<file path="src/rtl/unified_mem_arbiter.sv">
// Shares one single-port memory between the fetch port and the load/store port.
// Define ARB_FAIRNESS_EN to bound how many data grants can starve a waiting fetch.
module unified_mem_arbiter #(
    parameter int AW           = 32,
    parameter int DW           = 32,
    parameter int MAX_D_STREAK = 4
) (
    input  logic          clk,
    input  logic          rst,
    input  logic          i_req,
    input  logic [AW-1:0] i_addr,
    output logic [DW-1:0] i_rdata,
    output logic          i_ready,
    input  logic          d_req,
    input  logic          d_we,
    input  logic [AW-1:0] d_addr,
    input  logic [DW-1:0] d_wdata,
    output logic [DW-1:0] d_rdata,
    output logic          d_ready,
    output logic          m_req,
    output logic          m_we,
    output logic [AW-1:0] m_addr,
    output logic [DW-1:0] m_wdata,
    input  logic [DW-1:0] m_rdata,
    input  logic          m_ack,
    output logic          busy
);

    typedef enum logic [1:0] {IDLE, BUS_I, BUS_D, DONE} state_e;

    if (MAX_D_STREAK < 1) begin : g_bad_cfg
        $error("MAX_D_STREAK must be at least 1");
    end

    state_e        state_q, state_d;
    logic          m_req_q, m_req_d, m_we_q, m_we_d;
    logic [AW-1:0] m_addr_q, m_addr_d;
    logic [DW-1:0] m_wdata_q, m_wdata_d;
    logic [DW-1:0] i_rdata_q, i_rdata_d, d_rdata_q, d_rdata_d;
    logic          i_ready_q, i_ready_d, d_ready_q, d_ready_d;
    logic          grant_d, grant_i;

`ifdef ARB_FAIRNESS_EN
    localparam int unsigned CW = $clog2(MAX_D_STREAK + 1);
    logic [CW-1:0] streak_q, streak_d;

    // A full streak with fetch waiting hands the next IDLE grant to fetch.
    assign grant_d = d_req && !(i_req && (streak_q == CW'(MAX_D_STREAK)));
    assign grant_i = i_req && !grant_d;

    always_comb begin
        streak_d = streak_q;
        if (state_q == IDLE) begin
            if (grant_i) begin
                streak_d = '0;
            end else if (grant_d) begin
                if (!i_req)
                    streak_d = '0;
                else if (streak_q != CW'(MAX_D_STREAK))
                    streak_d = streak_q + 1'b1;
            end
        end
    end

    always_ff @(posedge clk or posedge rst) begin
        if (rst) streak_q <= '0;
        else     streak_q <= streak_d;
    end
`else
    assign grant_d = d_req;
    assign grant_i = i_req && !d_req;
`endif

    // State register, including all registered outputs.
    always_ff @(posedge clk or posedge rst) begin
        if (rst) begin
            state_q   <= IDLE;
            m_req_q   <= 1'b0;
            m_we_q    <= 1'b0;
            m_addr_q  <= '0;
            m_wdata_q <= '0;
            i_rdata_q <= '0;
            d_rdata_q <= '0;
            i_ready_q <= 1'b0;
            d_ready_q <= 1'b0;
        end else begin
            state_q   <= state_d;
            m_req_q   <= m_req_d;
            m_we_q    <= m_we_d;
            m_addr_q  <= m_addr_d;
            m_wdata_q <= m_wdata_d;
            i_rdata_q <= i_rdata_d;
            d_rdata_q <= d_rdata_d;
            i_ready_q <= i_ready_d;
            d_ready_q <= d_ready_d;
        end
    end

    always_comb begin
        state_d = state_q;
        unique case (state_q)
            IDLE: begin
                if (grant_d)      state_d = BUS_D;
                else if (grant_i) state_d = BUS_I;
            end
            BUS_I, BUS_D: if (m_ack) state_d = DONE;
            DONE:         state_d = IDLE;
            default:      state_d = IDLE;
        endcase
    end

    always_comb begin
        m_req_d   = m_req_q;
        m_we_d    = m_we_q;
        m_addr_d  = m_addr_q;
        m_wdata_d = m_wdata_q;
        i_rdata_d = i_rdata_q;
        d_rdata_d = d_rdata_q;
        i_ready_d = 1'b0;
        d_ready_d = 1'b0;
        unique case (state_q)
            IDLE: begin
                if (grant_d) begin
                    m_req_d   = 1'b1;
                    m_we_d    = d_we;
                    m_addr_d  = d_addr;
                    m_wdata_d = d_wdata;
                end else if (grant_i) begin
                    m_req_d  = 1'b1;
                    m_we_d   = 1'b0;
                    m_addr_d = i_addr;
                end
            end
            BUS_I: begin
                if (m_ack) begin
                    m_req_d   = 1'b0;
                    m_we_d    = 1'b0;
                    i_ready_d = 1'b1;
                    i_rdata_d = m_rdata;
                end
            end
            BUS_D: begin
                if (m_ack) begin
                    m_req_d   = 1'b0;
                    m_we_d    = 1'b0;
                    d_ready_d = 1'b1;
                    if (!m_we_q) d_rdata_d = m_rdata;
                end
            end
            default: ;
        endcase
    end

    assign m_req   = m_req_q;
    assign m_we    = m_we_q;
    assign m_addr  = m_addr_q;
    assign m_wdata = m_wdata_q;
    assign i_rdata = i_rdata_q;
    assign d_rdata = d_rdata_q;
    assign i_ready = i_ready_q;
    assign d_ready = d_ready_q;
    assign busy    = (state_q != IDLE);

endmodule

</file>
<file path="config.mk">
export PLATFORM = sky130hd
export DESIGN_NAME = unified_mem_arbiter
export DESIGN_NICKNAME = d
export VERILOG_FILES = /design/src/rtl/unified_mem_arbiter.sv
export SDC_FILE = /design/constraint.sdc
export NUM_CORES = 1
export LEC_CHECK = 0
export CAP_MARGIN = 20
export CORE_ASPECT_RATIO = 1.1
export CORE_UTILIZATION = 44
export DETAILED_ROUTE_END_ITERATION = 8
export PLACE_DENSITY = 0.87
export SLEW_MARGIN = 20
export SYNTH_ARGS = -nofsm -noshare
export SYNTH_HDL_FRONTEND = slang
export SYNTH_SLANG_ARGS = --single-unit
</file>
<file path="constraint.sdc">
create_clock -name clk -period 9.65 [get_ports clk]
set_input_delay 1.4475 -clock clk [delete_from_list [all_inputs] [get_ports clk]]
set_output_delay 1.4475 -clock clk [all_outputs]
set_load 0.02 [all_outputs]
</file>
Word level (Yosys, flattened, before mapping):

Index checks and enable logic that the tools add are counted.

* register bits after elaboration: 134
* input bits: 134
* output and inout bits: 133
* word-level logic and storage cells: 44

* eq/ne operators: 5
* muxes and demuxes: 16
* bitwise logic cells: 1
* reduce and logical (&&, ||, !) cells: 13

Operators by type and width (count)
* 32-bit two-way mux: 2
* 1-bit two-way mux: 8
* 2-bit AND reduction: 4
* 2-bit two-way mux: 3
* 2-bit one-hot mux with 3 select lines: 1
* 3-bit AND reduction: 2
* 2-bit nonzero test: 3
* 2-bit == test, second input constant: 2
* 1-bit one-hot mux with 2 select lines: 2
* 3-bit inequality test, second input constant: 1
* 2-bit by 1-bit == test with 1-bit output, second input constant: 1
* 2-bit zero test: 1
* 2-bit by 1-bit inequality test with 1-bit output, second input constant: 1
* 2-bit OR reduction: 1
* 1-bit logical AND: 1
* 1-bit zero test: 1
* 1-bit NOT: 1

Logic depth before layout (Yosys ltp):

* word-level depth: 5
* mapped depth: 7
* mapped depth without buffers: 5

Least setup slack after synthesis:

Ideal clock, no wire load.

* path kind: input -> register
* start: in m_ack
* end: reg d_rdata_q[0] (netlist: d_rdata[0])
* library setup time: 0.125 ns
* arrival: 2.236 ns
* data required time: 9.525 ns
* path slack: 7.288 ns
* cell stages on the path: 5
* buffers on the path: 2
* cell sequence: and2_1 nand2b_1 buf_6 buf_6 mux2_4

* cells in the longest elaborated chain, start to end: 1

RTL lines
* start: declaration: line 25 `input logic m_ack,`
* 3-bit AND reduction (no source line)
* end signal: assignment: line 93 `d_rdata_q <= d_rdata_d;`
* end: declaration: line 39 `logic [DW-1:0] i_rdata_q, i_rdata_d, d_rdata_q, d_rdata_d;`

No other way between the ends.
A chain may end at the register's enable or synchronous reset.

Worst setup path after layout:

* start: reg state_q[0]
* end: out busy

* cells in the longest elaborated chain, start to end: 1

RTL lines
* start: declaration: line 35 `state_e state_q, state_d;`
* start signal: assignment: line 87 `state_q <= state_d;`
* 2-bit nonzero test: line 162 `assign busy = (state_q != IDLE);`
* end: declaration: line 26 `output logic busy`

No other way between the ends.

==> summary.md <==
| Metric | Value |
|---|---|
| # setup viols final | 0 |
| Post-synthesis sequential area ratio | 61.2% |
| Total power | 3.18 mW |
| HP Class | register to register |
| Final nets | 781 |
| Max Buffers Root-to-Sink | 2 |
| Minimum clock period | 3490 ps |
| Yosys warns | 0 |
| Worst Max-Slew Pin Slew | 1130 ps |
| Relative slew slack | 25.0% |
| Critical Path Stages | 4 |
| Int Power | 2.08 mW |
| Post-CTS resize count | 0 |
| # clock sinks | 134 |
| Dpl hpwl | 10.3 mm |
| Unrepaired setup endpoints after global routing | false |
| Fin Clk Skew | 7.38 ps |
| Leakage power | 3.95 nW |
| Vias per cell | 4.94 |
| Die ar. | 12900 sq um |
| Starting Density | 45.3% |
| CTS Buf Count | 17 |
| Clk_lat worst skew | 410 ps |
| # DRC | 0 |
| IO Count | 267 |
| Worst-path clk slew | 60 ps |
| Sum of negative setup slack | 0 ps |
| Final hold violations | 0 |
| Max Cap Viol | 0 |
| Gr usage total | 22.2% |
| Total placed instance area | 8260 sq um |
| Synth Register Bits | 134 |
| Max-slew violation count | 0 |
| Switch share | 34.7% |
| Post-route clock period utilization | 36.2% |
| Cells after DPL | 778 |
| Largest net degree at the start of global routing | 71 |
| Area grow syn2layout | 61.9% |
| Hold Buf Count CTS | 0 |
| Final ANT Viol Nets | 0 |
| WL final | 13.8 mm |
| H-tree levels | 4 |
| Mapped Cells | 375 |
| Crit path buf inv count | 3 |
| Layout cells sized above 1 | 20.8% |
| Post-CTS setup buffers | 0 |
| Die Ht | 119 microns |
| Number of global-route vias before repair | 4205 |
| Layout Utilization | 73.3% |
| Final instance area | 8860 sq um |
| Crit path launch type | register |
| Slowest stage cell on the critical path | clkdlybuf4s50_1 |
| Comb pwr share | 48.0% |
| VDD IR max | 209 uV |
| Worst-case reg-to-reg path depth | 5 |
| Post-synthesis cell area | 5480 sq um |
| Status | finished, final reports clean |
| Worst Path Max Fanout | 6 |
| Max Fclk | 0.287 GHz |
| Clock power share | 20.5% |
| Syn_nets | 513 |
| Post-DR wirelength/cell | 17.1 microns |
| First-pass GRT wire length | 21.5 mm |
| Die X-Extent | 108 microns |
| CP arrival | 2040 ps |
| Via count | 3995 |
| Initial antenna violation count | 0 |
| Switch Pwr | 1.11 mW |
| Final std cells w/o fill | 809 |
| Final GP Congestion | 0.775 |
| Average cell area after synthesis | 14.6 sq um |
| Initial drt markers | 152 |
| Placement Setup Slack | 6170 ps |
| Core Footprint | 12100 sq um |
| CP Capture Type | output pin |
| Buffers on Ports | 266 |
| Synth unique cells | 24 |
| ANT cells | 0 |
| CTS tree | yes |
| 1st-pass router iterations | 5 |
| Sequential power share | 31.6% |
| Pwr Density | 359 nW/um^2 |
| CP most frequent cell | inv_1 |
| Worst path max stage delay | 610 ps |
| Overflow after GRT | 0 |
| Worst setup margin | 6160 ps |
| Worst endpoint required time | 8200 ps |
| Rows | 42 |
| Worst path cell trace | inv_1, ha_1, inv_1, clkdlybuf4s50_1 |
| Clock root buffer | clkbuf_16 |
| WHS | 478 ps |
| Hold Crit Depth | 2 |
| Cell family with most CP delay | buffers and inverters |
| CP Class | register to output pin |
## cells in the final DEF, fill, tap and decap left out, types with 5 or more instances in the layout
master / instances
clkbuf_16: 17
clkdlybuf4s50_1: 265
dfrtp_1: 134
inv_1: 5
mux2_2: 66
mux2_4: 30
mux2i_1: 35
nand2_1: 34
o21ai_0: 33
## cells in the mapped netlist
cell type  count  area share, %
clkbuf_1       4           0.27
mux2i_1       35            6.4
o21ai_0       33            3.0
clkbuf_4       1           0.14
buf_6          4           0.82
buf_4          2           0.27
inv_1          6           0.41
and2_1         1           0.11
ha_1           4           0.91
mux2_4        30            8.2
o21ai_1        1          0.091
nand2b_1       1           0.11
o2bb2ai_1      2           0.32
a22oi_1        1           0.14
nand2_1       34            2.3
and3_1         1           0.11
dfrtp_1      134             61
a21oi_1        1          0.091
mux2_2        66             14
buf_2         10           0.91
a21boi_0       1           0.14
nor2_1         1          0.068
a22o_1         1           0.16
nand2_2        1           0.11
## area by class of cell
type | count | area [sq um]
sequential | 134 | 3350
inverter | 6 | 25.0
timing repair buffer | 270 | 2710
clock buffer | 19 | 453
clock inverter | 12 | 153
tap | 154 | 193
multi-input combinational | 214 | 1980
fill | 791 | 3220
## worst min-delay path, delay by kind of cell (launching register included)
family          cells  cell delay [ps]
flops               1              340
simple gates        1               40
compound gates      1               60
## state kept, by name, summed over array words and instances (netlist names)
name,count
m_addr,32
m_wdata,32
d_ready,1
m_req,1
i_ready,1
i_rdata,32
d_rdata,32
state_q,2
m_we,1
## path summary, 6_finish.rpt
path	startpoint	slack (ps)	endpoint
setup / recovery	state_q[0]$_DFFE_PP0P_	6160	busy
hold / removal	m_addr[18]$_DFFE_PP0P_	480	m_addr[18]$_DFFE_PP0P_
setup reg to reg	state_q[0]$_DFFE_PP0P_	7520	d_rdata[29]$_DFFE_PP0P_
hold reg to reg	m_addr[18]$_DFFE_PP0P_	480	m_addr[18]$_DFFE_PP0P_
max in group asynchronous	rst	6740	i_rdata[10]$_DFFE_PP0P_
min in group asynchronous	rst	1580	m_wdata[16]$_DFFE_PP0P_
## per-layer routing
layer	part of all wire, %	global-route usage (%)	vias to the layer above
met1	37	24.7	1942
met3	8.0	8.05	27
met5	0	0	-
met4	2.7	7.94	0
li1	-	-	1842
met2	52	38.5	184
## cell families after synthesis
logic type	count (synthesis)	share of synthesized area, %
and+or+nand+nor	39	2.86
DFF	134	61.2
AOI/OAI and AO/OA	40	3.95
buffers and inverters	27	2.83
muxes	131	28.2
adders and majority gates	4	0.914
## power by group through the flow
stage	combinational, mW	sequential [mW]	clock [mW]
4_1_cts	1.54	1.01	0.664
3_5_place_dp	1.53	1.01	0
5_1_grt	1.62	1.04	0.694
2_1_floorplan	0.465	1.33	0
3_3_place_gp	1.48	0.993	0
6_report	1.53	1.01	0.652
No activity file was read; power rests on OpenSTA's default activity.
